==> src/rtl/rx_ts_queue_pkg.sv <==
// rx_ts_queue_pkg
//   Shared constants and types for the receive-timestamp queue.
//   Record layout (MSB to LSB, 184 bits):
//     {timestamp[79:0], sourcePortIdentity[79:0], seqId[15:0],
//      messageType[3:0], majorSdoId[3:0]}
//   The capture FSM state type and a record packing helper also live here.
package rx_ts_queue_pkg;

   localparam int TS_W    = 80;
   localparam int SPI_W   = 80;
   localparam int SEQ_W   = 16;
   localparam int TYPE_W  = 4;
   localparam int SDO_W   = 4;
   localparam int REC_W   = TS_W + SPI_W + SEQ_W + TYPE_W + SDO_W;

   localparam int SDO_LSB  = 0;
   localparam int TYPE_LSB = SDO_LSB  + SDO_W;
   localparam int SEQ_LSB  = TYPE_LSB + TYPE_W;
   localparam int SPI_LSB  = SEQ_LSB  + SEQ_W;
   localparam int TS_LSB   = SPI_LSB  + SPI_W;

   typedef enum logic {
      ST_IDLE = 1'b0,
      ST_PEND = 1'b1
   } cap_state_e;

   function automatic logic [REC_W-1:0] pack_record(
      input logic [TS_W-1:0]   ts,
      input logic [SPI_W-1:0]  spi,
      input logic [SEQ_W-1:0]  seq,
      input logic [TYPE_W-1:0] msg_type,
      input logic [SDO_W-1:0]  sdo
   );
      return {ts, spi, seq, msg_type, sdo};
   endfunction

endpackage

==> src/rtl/rx_ts_ram.sv <==
// rx_ts_ram
//   DEPTH x W register array with one write port and a combinational
//   (show-ahead) read port.
//   Ports:
//     clk_i    - clock
//     we_i     - write enable
//     waddr_i  - write address
//     wdata_i  - write data
//     raddr_i  - read address
//     rdata_o  - read data, combinational from the array
module rx_ts_ram
   import rx_ts_queue_pkg::*;
#(
   parameter int DEPTH = 4,
   parameter int AW    = 2,
   parameter int W     = REC_W
) (
   input  logic          clk_i,
   input  logic          we_i,
   input  logic [AW-1:0] waddr_i,
   input  logic [W-1:0]  wdata_i,
   input  logic [AW-1:0] raddr_i,
   output logic [W-1:0]  rdata_o
);

   logic [W-1:0] mem_q [DEPTH];

   // Contents are not reset; the queue masks the read data while empty.
   for (genvar gi = 0; gi < DEPTH; gi++) begin : g_entry
      always_ff @(posedge clk_i) begin
         if (we_i && (waddr_i == AW'(gi))) begin
            mem_q[gi] <= wdata_i;
         end
      end
   end

   assign rdata_o = mem_q[raddr_i];

endmodule

==> src/rtl/rx_ts_queue.sv <==
// rx_ts_queue
//   Receive-timestamp queue. Latches the RTC time on each rx SFD trigger,
//   pairs it with the parsed PTP header fields on the matching valid pulse
//   and pushes the record into a small FIFO read and popped by the CPU.
//   Optional build macro: RXTS_TIMEOUT_EN -- when defined, a pending capture
//   is abandoned after TIMEOUT cycles without a valid.
//   Ports:
//     rtc_clk / rtc_rst_n       - clock, synchronous active-low reset
//     rtc_time_i                - RTC time (48 s + 32 ns)
//     rxts_en_i, clear_i        - queue enable, flush pulse
//     rxts_trig_i, rxts_valid_i - SFD trigger, PTP header valid
//     rx_*_i                    - parsed header fields
//     pop_i                     - CPU pop pulse
//     head_o                    - show-ahead head record (0 while empty)
//     count_o, empty_o, full_o  - FIFO occupancy
//     overflow_o, drop_cnt_o    - sticky overflow, saturating drop count
//     int_rxts_o                - level interrupt while records are pending
module rx_ts_queue
   import rx_ts_queue_pkg::*;
#(
   parameter int DEPTH   = 4,
   parameter int AW      = 2,
   parameter int TIMEOUT = 4096
) (
   input  logic              rtc_clk,
   input  logic              rtc_rst_n,
   input  logic [TS_W-1:0]   rtc_time_i,
   input  logic              rxts_en_i,
   input  logic              clear_i,
   input  logic              rxts_trig_i,
   input  logic              rxts_valid_i,
   input  logic [SPI_W-1:0]  rx_sourcePortIdentity_i,
   input  logic [SEQ_W-1:0]  rx_seqId_i,
   input  logic [TYPE_W-1:0] rx_messageType_i,
   input  logic [SDO_W-1:0]  rx_majorSdoId_i,
   input  logic              pop_i,
   output logic [REC_W-1:0]  head_o,
   output logic [AW:0]       count_o,
   output logic              empty_o,
   output logic              full_o,
   output logic              overflow_o,
   output logic [7:0]        drop_cnt_o,
   output logic              int_rxts_o
);

   cap_state_e      state_q;
   logic [TS_W-1:0] held_ts_q;
   logic [AW-1:0]   wr_ptr_q, rd_ptr_q;
   logic [AW:0]     count_q, count_d;
   logic            overflow_q;
   logic [7:0]      drop_cnt_q;

   logic            empty, full;
   logic            pop_eff, push_req, push_ok, push_drop;
   logic [REC_W-1:0] wr_rec, rd_rec;

`ifdef RXTS_TIMEOUT_EN
   localparam int TW = $clog2(TIMEOUT + 1);
   logic [TW-1:0] tmo_cnt_q;
`else
   // TIMEOUT only matters when the pending-capture watchdog is built in.
   localparam int UNUSED_TIMEOUT = TIMEOUT;
`endif

   assign empty    = (count_q == '0);
   assign full     = (count_q == (AW+1)'(DEPTH));
   assign pop_eff  = pop_i && !empty;
   assign push_req = rxts_en_i && (state_q == ST_PEND) && rxts_valid_i;
   // A pop in the same cycle frees a slot, so a full FIFO still accepts.
   assign push_ok   = push_req && (!full || pop_eff);
   assign push_drop = push_req && full && !pop_eff;

   // Fields come from the valid cycle; time comes from the earlier trigger.
   assign wr_rec = pack_record(held_ts_q, rx_sourcePortIdentity_i, rx_seqId_i,
                               rx_messageType_i, rx_majorSdoId_i);

   always_comb begin
      count_d = count_q;
      case ({push_ok, pop_eff})
         2'b10:   count_d = count_q + 1'b1;
         2'b01:   count_d = count_q - 1'b1;
         default: count_d = count_q;
      endcase
   end

   rx_ts_ram #(
      .DEPTH (DEPTH),
      .AW    (AW),
      .W     (REC_W)
   ) u_ram (
      .clk_i   (rtc_clk),
      .we_i    (push_ok && rtc_rst_n && !clear_i),
      .waddr_i (wr_ptr_q),
      .wdata_i (wr_rec),
      .raddr_i (rd_ptr_q),
      .rdata_o (rd_rec)
   );

   // FIFO pointers and flags. Pointers wrap naturally since DEPTH = 2**AW.
   always_ff @(posedge rtc_clk) begin
      if (!rtc_rst_n) begin
         wr_ptr_q   <= '0;
         rd_ptr_q   <= '0;
         count_q    <= '0;
         overflow_q <= 1'b0;
         drop_cnt_q <= '0;
      end else if (clear_i) begin
         wr_ptr_q   <= '0;
         rd_ptr_q   <= '0;
         count_q    <= '0;
         overflow_q <= 1'b0;
         drop_cnt_q <= '0;
      end else begin
         if (push_ok) wr_ptr_q <= wr_ptr_q + 1'b1;
         if (pop_eff) rd_ptr_q <= rd_ptr_q + 1'b1;
         count_q <= count_d;
         if (push_drop) begin
            overflow_q <= 1'b1;
            if (drop_cnt_q != 8'hFF) drop_cnt_q <= drop_cnt_q + 1'b1;
         end
      end
   end

   // Capture FSM. A trigger always (re)latches the time; in PEND a
   // coincident valid pushes the previously held time first.
   always_ff @(posedge rtc_clk) begin
      if (!rtc_rst_n) begin
         state_q   <= ST_IDLE;
         held_ts_q <= '0;
`ifdef RXTS_TIMEOUT_EN
         tmo_cnt_q <= '0;
`endif
      end else if (clear_i || !rxts_en_i) begin
         state_q <= ST_IDLE;
      end else begin
         case (state_q)
            ST_IDLE: begin
               if (rxts_trig_i) begin
                  held_ts_q <= rtc_time_i;
                  state_q   <= ST_PEND;
`ifdef RXTS_TIMEOUT_EN
                  tmo_cnt_q <= '0;
`endif
               end
            end
            ST_PEND: begin
               if (rxts_trig_i) begin
                  held_ts_q <= rtc_time_i;
`ifdef RXTS_TIMEOUT_EN
                  tmo_cnt_q <= '0;
`endif
               end else if (rxts_valid_i) begin
                  state_q <= ST_IDLE;
               end
`ifdef RXTS_TIMEOUT_EN
               // Counter equals the number of PEND cycles already elapsed.
               else if (tmo_cnt_q == TW'(TIMEOUT - 1)) begin
                  state_q <= ST_IDLE;
               end else begin
                  tmo_cnt_q <= tmo_cnt_q + 1'b1;
               end
`endif
            end
            default: state_q <= ST_IDLE;
         endcase
      end
   end

   assign head_o     = empty ? '0 : rd_rec;
   assign count_o    = count_q;
   assign empty_o    = empty;
   assign full_o     = full;
   assign overflow_o = overflow_q;
   assign drop_cnt_o = drop_cnt_q;
   assign int_rxts_o = !empty;

endmodule

==> config.mk <==
export PLATFORM = sky130hd
export DESIGN_NAME = rx_ts_queue
export DESIGN_NICKNAME = d
export VERILOG_FILES = /design/src/rtl/rx_ts_queue_pkg.sv /design/src/rtl/rx_ts_ram.sv /design/src/rtl/rx_ts_queue.sv
export SDC_FILE = /design/constraint.sdc
export NUM_CORES = 1
export LEC_CHECK = 0
export ABC_CLOCK_PERIOD_IN_PS = 9850
export CAP_MARGIN = 20
export CORE_AREA = 4 4 292 208
export CTS_BUF_LIST = sky130_fd_sc_hd__clkbuf_16
export CTS_CLUSTER_DIAMETER = 30
export CTS_CLUSTER_SIZE = 40
export DETAILED_ROUTE_END_ITERATION = 12
export DIE_AREA = 0 0 296 212
export PLACE_DENSITY = 0.9
export SYNTH_ARGS = -nofsm -noshare
export SYNTH_HDL_FRONTEND = slang
export SYNTH_SLANG_ARGS = --single-unit
export TNS_END_PERCENT = 5
==> constraint.sdc <==
create_clock -name rtc_clk -period 9.85 [get_ports rtc_clk]
set_clock_uncertainty 0.1 [all_clocks]
set_input_delay 2.4625 -clock rtc_clk [delete_from_list [all_inputs] [get_ports rtc_clk]]
set_output_delay 2.4625 -clock rtc_clk [all_outputs]
set_load 0.05 [all_outputs]
==> results.yml, run 1 <==
drt:
  drtAntennaViolNets: 0
  post_drt_wl_per_cell_um: 25.2
  drtIter0Drc: 1402
  vias: 17000
  totalWireLength_um: 73100
  dr.pass1.iters: 8
  drc: 0
  via_per_inst: 5.84
sta:
  finalMaxSlewViolations: 0
  fin_hold_ws_ns: 0.400
  max_slew_margin_pct: 27.8
  worst_slew_pin_slew_ns: 1.08
  rsz0062_at_grt: "no"
  finalHoldViolCount: 0
  min_period_ns: 6.65
  fin_tns_setup_ns: 0
  fmax_mhz: 150
  setup_violations: 0
  final.period_utilization_pct: 67.5
die:
  die_y_um: 212
  core_area_um2: 57900
  design.die.area_um2: 62800
  chipWidth_um: 296
  initial_core_util_pct: 54.6
  io-pin-count: 390
  rows: 74
cts:
  cts_buffer_depth: 3
  numClockSinks: 835
  htreeDepth: 3
  post_cts_buffers: 0
  cts-root-buf: "clkbuf_16"
  path_clk_slew_ns: 0.06
  clk_latency_ns: 0.63
  cts_buffers: 108
  cts_tree: "built"
  ctsHoldBuffers: 0
  ctsResizeCount: 0
power:
  p_int_uw: 6360
  swShare_pct: 20.6
  p_seq_share_pct: 48.2
  clock_power_share_pct: 49.8
  p_comb_share_pct: 2.0
  p_switching_uw: 1650
  pwr_density_cell_nw_per_um2: 200
  p_leak_uw: 0.0127
  ir_drop_mv: 0.193
synthesis:
  synth_area_um2: 31600
  synth_top_family_by_area: "multiplexers"
  synth_area_per_cell_um2: 19.4
  syn-num-nets: 1827
  synth_compound_area_share_pct: 2.44
  synth_cell_types: 44
  synthMuxAreaShare_pct: 13.1
  synthCells: 1630
  synth-simple-area-share_pct: 6.42
  ys_seq_area_share_pct: 76.2
  yosys_warnings: 0
  synth-seq-cells: 835
  synthAdderAreaFrac_pct: 0.261
  synthXorXnorAreaFrac_pct: 0.222
  synthArstFlopShare_pct: 0
  synth_ff_type: "edfxtp_1"
  synth_edf_count: 736
finish:
  drive_gt1_share_pct: 18.6
  fillers: 3375
  area_delta_synth_final_pct: 26.6
  layout.nets: 2248
global_routing:
  grt_overflow_total: 0
  globalRouteTotalUtil_pct: 23.4
  grt_max_degree: 141
  grt_antenna_before_repair: 4
  grt_first_pass_wirelength_um: 110000
  grt_pass1_vias: 17900
worst_setup_path:
  crit_fanout: 102
  cp.required_ns: 7.29
  start_kind: "flop"
  endpoint_kind: "output port"
  cp.arrival_ns: 4.09
  critPathKind: "reg2out"
min_path:
  hold_path_class: "reg2reg"
placement:
  gp_congestion: 0.752
  portBuffers: 389
  dp_hpwl_um: 39400
run:
  maxCapViolCount: 0
outcome:
  status: "finished, final reports clean"
[final cells by class]
| cell class | instances | area, um^2 | share of cell area, % |
|---|---|---|---|
| clock buffers | 110 | 2750 | 6.88 |
| inverters | 6 | 22.5 | 0.0563 |
| well taps | 760 | 951 | 2.38 |
| multi-input cells | 695 | 7130 | 17.8 |
| repair buffers | 405 | 4090 | 10.2 |
| diodes | 1 | 2.50 | 0.00625 |
| flip-flops and latches | 835 | 24100 | 60.2 |
| clock inverters | 94 | 990 | 2.47 |
[cells in the mapped netlist (5+ instances only)]
cell type / number / share of area [%]
inv_1: 5 / 0.059
nor2_1: 12 / 0.14
nand2_1: 165 / 2.0
ha_1: 5 / 0.20
dfxtp_1: 99 / 6.3
mux4_2: 184 / 13
nand3_1: 8 / 0.13
or3_1: 5 / 0.099
buf_2: 19 / 0.30
buf_1: 18 / 0.21
clkbuf_1: 55 / 0.65
a21oi_1: 8 / 0.13
and2_1: 188 / 3.7
edfxtp_1: 736 / 70
a21boi_0: 80 / 1.9
xor2_1: 5 / 0.14
[power groups by stage]
stage / Combinational, uW / Clock, uW / Sequential [uW]
final: 161 / 3990 / 3860
after global routing: 171 / 4230 / 3860
after CTS: 160 / 4040 / 3860
after detailed placement: 158 / 0 / 3940
after global placement: 152 / 0 / 3930
after floorplan: 41.6 / 0 / 3930
[metrics by stage]
stage | util, % | setup slack (ns) | std cells | area, um^2 | total power (uW)
finish | 69.2 | 3.20 | 2906 | 40000 | 8010
floorplan | - | 1.91 | 1630 | 31600 | 3980
global placement | 62.6 | 3.07 | 2700 | 36300 | 4090
global route | 69.2 | 2.97 | 2906 | 40000 | 8270
detailed placement | 62.6 | 3.03 | 2700 | 36300 | 4090
CTS | 69.1 | 3.14 | 2904 | 40000 | 8070
[routing by layer]
metal | routed length [um] | track usage [%]
met4 | 1470 | 6.23
met2 | 37400 | 39.6
met5 | 47 | 0
met3 | 5980 | 4.68
met1 | 28200 | 31.8
[path summary, 6_finish.rpt]
check	slack, ns	depth (start not counted)	start	endpoint
worst min-delay path	0.40	0	held_ts_q[39]	u_ram.mem_q[2][143]
worst max register to register	6.35	4	state_q	u_ram.mem_q[3][165]
worst max-delay path	3.20	4	count_o[0]	head_o[163]
worst min register to register	0.40	0	held_ts_q[39]	u_ram.mem_q[2][143]
[state kept, by name, summed over array words and instances, names as in the netlist, named ones only]
name,count
u_ram.mem_q,736
held_ts_q,80
drop_cnt_o,8
count_o,3
rd_ptr_q,2
wr_ptr_q,2
overflow_o,1
state_q,1
[cells in the final DEF, fill, tap and decap left out, types with 3 or more instances in the layout]
cell type,Yosys,layout
a21boi_0,80,80
a21oi_1,8,8
and2_1,188,184
and2_4,0,4
buf_12,0,5
buf_4,0,10
bufinv_16,0,13
clkbuf_16,0,110
clkdlybuf4s50_1,0,388
clkinv_1,0,10
clkinv_2,0,8
clkinv_4,0,12
clkinvlp_4,0,11
dfxtp_1,99,97
edfxtp_1,736,736
ha_1,5,5
inv_1,5,15
inv_6,0,20
inv_8,0,9
mux4_2,184,184
nand2_1,165,165
nand3_1,8,8
nor2_1,12,12
o2111ai_1,3,3
o21ai_0,4,4
or3_1,5,4
xnor2_1,3,3
xor2_1,5,5
[worst max-delay path, stage by stage, from the launching register on]
cell and delay [ns]:
dfxtp_1 0.55, or3_4 0.87, buf_4 0.69, and2_1 0.29
clkdlybuf4s50_1 0.82
[cell families (layout without fill, tap and decap cells)]
kind of cell,Yosys count,after routing
flip-flops,835,835
other,0,1
AO/OA/AOI/OAI,104,104
adder cells (fa/ha/maj),6,6
buffers and inverters,100,615
XOR/XNOR,8,8
multiplexers,185,185
AND/OR/NAND/NOR,392,392
No activity file was read; power rests on OpenSTA's default activity.
==> run 2: changes to the inputs <==
--- a/config.mk
+++ b/config.mk
@@ -5,15 +5,15 @@
 export SDC_FILE = /design/constraint.sdc
 export NUM_CORES = 1
 export LEC_CHECK = 0
-export ABC_CLOCK_PERIOD_IN_PS = 9850
+export ABC_CLOCK_PERIOD_IN_PS = 5500
 export CAP_MARGIN = 20
-export CORE_AREA = 4 4 292 208
+export CORE_AREA = 4 4 306 218
 export CTS_BUF_LIST = sky130_fd_sc_hd__clkbuf_16
 export CTS_CLUSTER_DIAMETER = 30
 export CTS_CLUSTER_SIZE = 40
 export DETAILED_ROUTE_END_ITERATION = 12
-export DIE_AREA = 0 0 296 212
-export PLACE_DENSITY = 0.9
+export DIE_AREA = 0 0 310 222
+export PLACE_DENSITY = 0.86
 export SYNTH_ARGS = -nofsm -noshare
 export SYNTH_HDL_FRONTEND = slang
 export SYNTH_SLANG_ARGS = --single-unit
==> constraint.sdc (replaced) <==
create_clock -name rtc_clk -period 5.5 [get_ports rtc_clk]
set_clock_uncertainty 0.1 [all_clocks]
set_input_delay 1.375 -clock rtc_clk [delete_from_list [all_inputs] [get_ports rtc_clk]]
set_output_delay 1.375 -clock rtc_clk [all_outputs]
set_load 0.05 [all_outputs]
==> results.yml, run 2 (synthesis results as in run 1) <==
cts:
  clk_latency_ns: 0.67
  htreeDepth: 3
  post_cts_buffers: 0
  cts-root-buf: "clkbuf_16"
  cts_buffer_depth: 3
  cts_tree: "built"
  cts_buffers: 110
  ctsHoldBuffers: 0
  numClockSinks: 835
  path_clk_slew_ns: 0.06
  ctsResizeCount: 0
sta:
  final.setup.worst_slack_ns: 0.605
  finalHoldViolCount: 0
  fmax_mhz: 204
  rsz0062_at_grt: "no"
  worst_slew_pin_slew_ns: 1.11
  min_period_ns: 4.89
  final.period_utilization_pct: 89.0
  max_slew_margin_pct: 26.1
  finalMaxSlewViolations: 0
  setup_violations: 0
power:
  p_seq_share_pct: 48.7
  p_switching_uw: 3010
  p_int_uw: 11200
  clock_power_share_pct: 49.3
  p_comb_share_pct: 2.0
  swShare_pct: 21.2
  p_leak_uw: 0.0128
  ir_drop_mv: 0.242
  pwr_density_cell_nw_per_um2: 351
worst_setup_path:
  critPathLaunch: "count_o[0]"
  cp.arrival_ns: 3.42
  crit_chain: "or3_4 -> buf_4 -> and2_1 -> clkdlybuf4s50_1"
  crit_slowest_cell: "clkdlybuf4s50_1"
  crit_fanout: 61
  critPathKind: "reg2out"
  endpoint_kind: "output port"
  r2r_slack_ns: 2.72
  crit_end: "head_o[112]"
  cp.required_ns: 4.03
  cpPeakStageDelay_ns: 0.89
  reg2reg_to: "count_o[2]"
  worst_r2r_path_depth: 6
  start_kind: "flop"
  r2r_start: "count_o[0]"
finish:
  area_delta_synth_final_pct: 27.9
  final_area_um2: 40400
  multi_input_area_um2: 7130
  regMostFlops: "u_ram.mem_q"
  mostFrequentLayoutCell: "edfxtp_1"
  fillers: 4199
  largest_reg_flops: 736
  layout.nets: 2268
  drive_gt1_share_pct: 19.6
  regArea_um2: 24100
  final_cell_mix: "edfxtp_1, clkdlybuf4s50_1, mux4_2, and2_1, nand2_1"
drt:
  dr.pass1.iters: 5
  drtIter0Drc: 1369
  post_drt_wl_per_cell_um: 23.3
  via_per_inst: 5.52
  drc: 0
  drtAntennaViolNets: 0
  vias: 16600
  totalWireLength_um: 70200
global_routing:
  grt_first_pass_wirelength_um: 107000
  globalRouteTotalUtil_pct: 20.4
  grt_antenna_before_repair: 7
  grt_overflow_total: 0
  grt_pass1_vias: 17600
  grt_max_degree: 81
die:
  core_area_um2: 64000
  rows: 78
  die_y_um: 222
  design.die.area_um2: 68800
  initial_core_util_pct: 49.4
  chipWidth_um: 310
  io-pin-count: 390
placement:
  placed_cell_area_um2: 36700
  portBuffers: 389
  dp_hpwl_um: 41000
  gp_congestion: 0.747
  dp_slack_ns: 1.14
min_path:
  hold_path_class: "reg2reg"
run:
  maxCapViolCount: 0
outcome:
  status: "finished, final reports clean"
-- run 2: cell types whose count changed in the layout (fill, tap and decap cells not counted) --
cell / delta
clkinvlp_4: +1
buf_12: +14
diode_2: +3
inv_8: -3
inv_1: -2
buf_16: -1
bufinv_16: -5
clkinv_16: +3
clkinv_1: -1
clkinv_8: +3
clkinv_2: +9
buf_4: +5
-- run 2: worst min path at each step --
stage                     depth (start not counted)             endpoint           from  slack (ns)
final                                             0  u_ram.mem_q[3][127]  held_ts_q[23]        0.40
after CTS                                         0  u_ram.mem_q[0][137]  held_ts_q[33]        0.40
after floorplan                                   0  u_ram.mem_q[0][104]   held_ts_q[0]        0.36
after global placement                            0  u_ram.mem_q[1][158]  held_ts_q[54]        0.37
after global routing                              0  u_ram.mem_q[0][108]   held_ts_q[4]        0.42
after detailed placement                          0  u_ram.mem_q[1][161]  held_ts_q[57]        0.38
-- run 2: layout make-up --
type,instances,share of cell area (%)
Sequential cell,835,59.6
Multi-Input combinational cell,695,17.6
Timing Repair Buffer,423,10.8
Clock buffer,110,6.81
Tap cell,840,2.60
Clock inverter,99,2.44
Inverter,6,0.0557
Antenna cell,4,0.0248
-- run 2: power groups by stage --
| stage | sequential (uW) | clock [uW] | combinational (uW) |
|---|---|---|---|
| 5_1_grt | 6920 | 7450 | 301 |
| 6_report | 6920 | 7000 | 282 |
| 3_3_place_gp | 7050 | 0 | 270 |
| 2_1_floorplan | 7040 | 0 | 74.4 |
| 3_5_place_dp | 7050 | 0 | 280 |
| 4_1_cts | 6920 | 7110 | 284 |
-- run 2: routing by layer --
layer,part of all wire (%),up-vias,GRT usage (%)
met4,2.0,6,5.82
met1,41,8565,27.7
li1,-,7281,-
met2,50,651,33.5
met3,7.1,115,4.61
met5,0.058,-,0
-- run 2: critical path: cells and delay by family, from the launching register on --
family | cells | cell delay [ns]
buf+inv | 2 | 1.36
flops | 1 | 0.54
simple gates | 2 | 0.85
-- run 2: metrics by stage --
step | std cells | hold WS, ns | total power, uW | TNS (ns) | util, %
after CTS | 3008 | 0.398 | 14300 | 0 | 63.1
after detailed placement | 2799 | 0.382 | 7330 | 0 | 57.3
after floorplan | 1630 | 0.360 | 7120 | -746.06 | -
after global placement | 2799 | 0.368 | 7310 | 0 | 57.3
after global routing | 3010 | 0.419 | 14700 | 0 | 63.1
final | 3012 | 0.398 | 14200 | 0 | 63.1
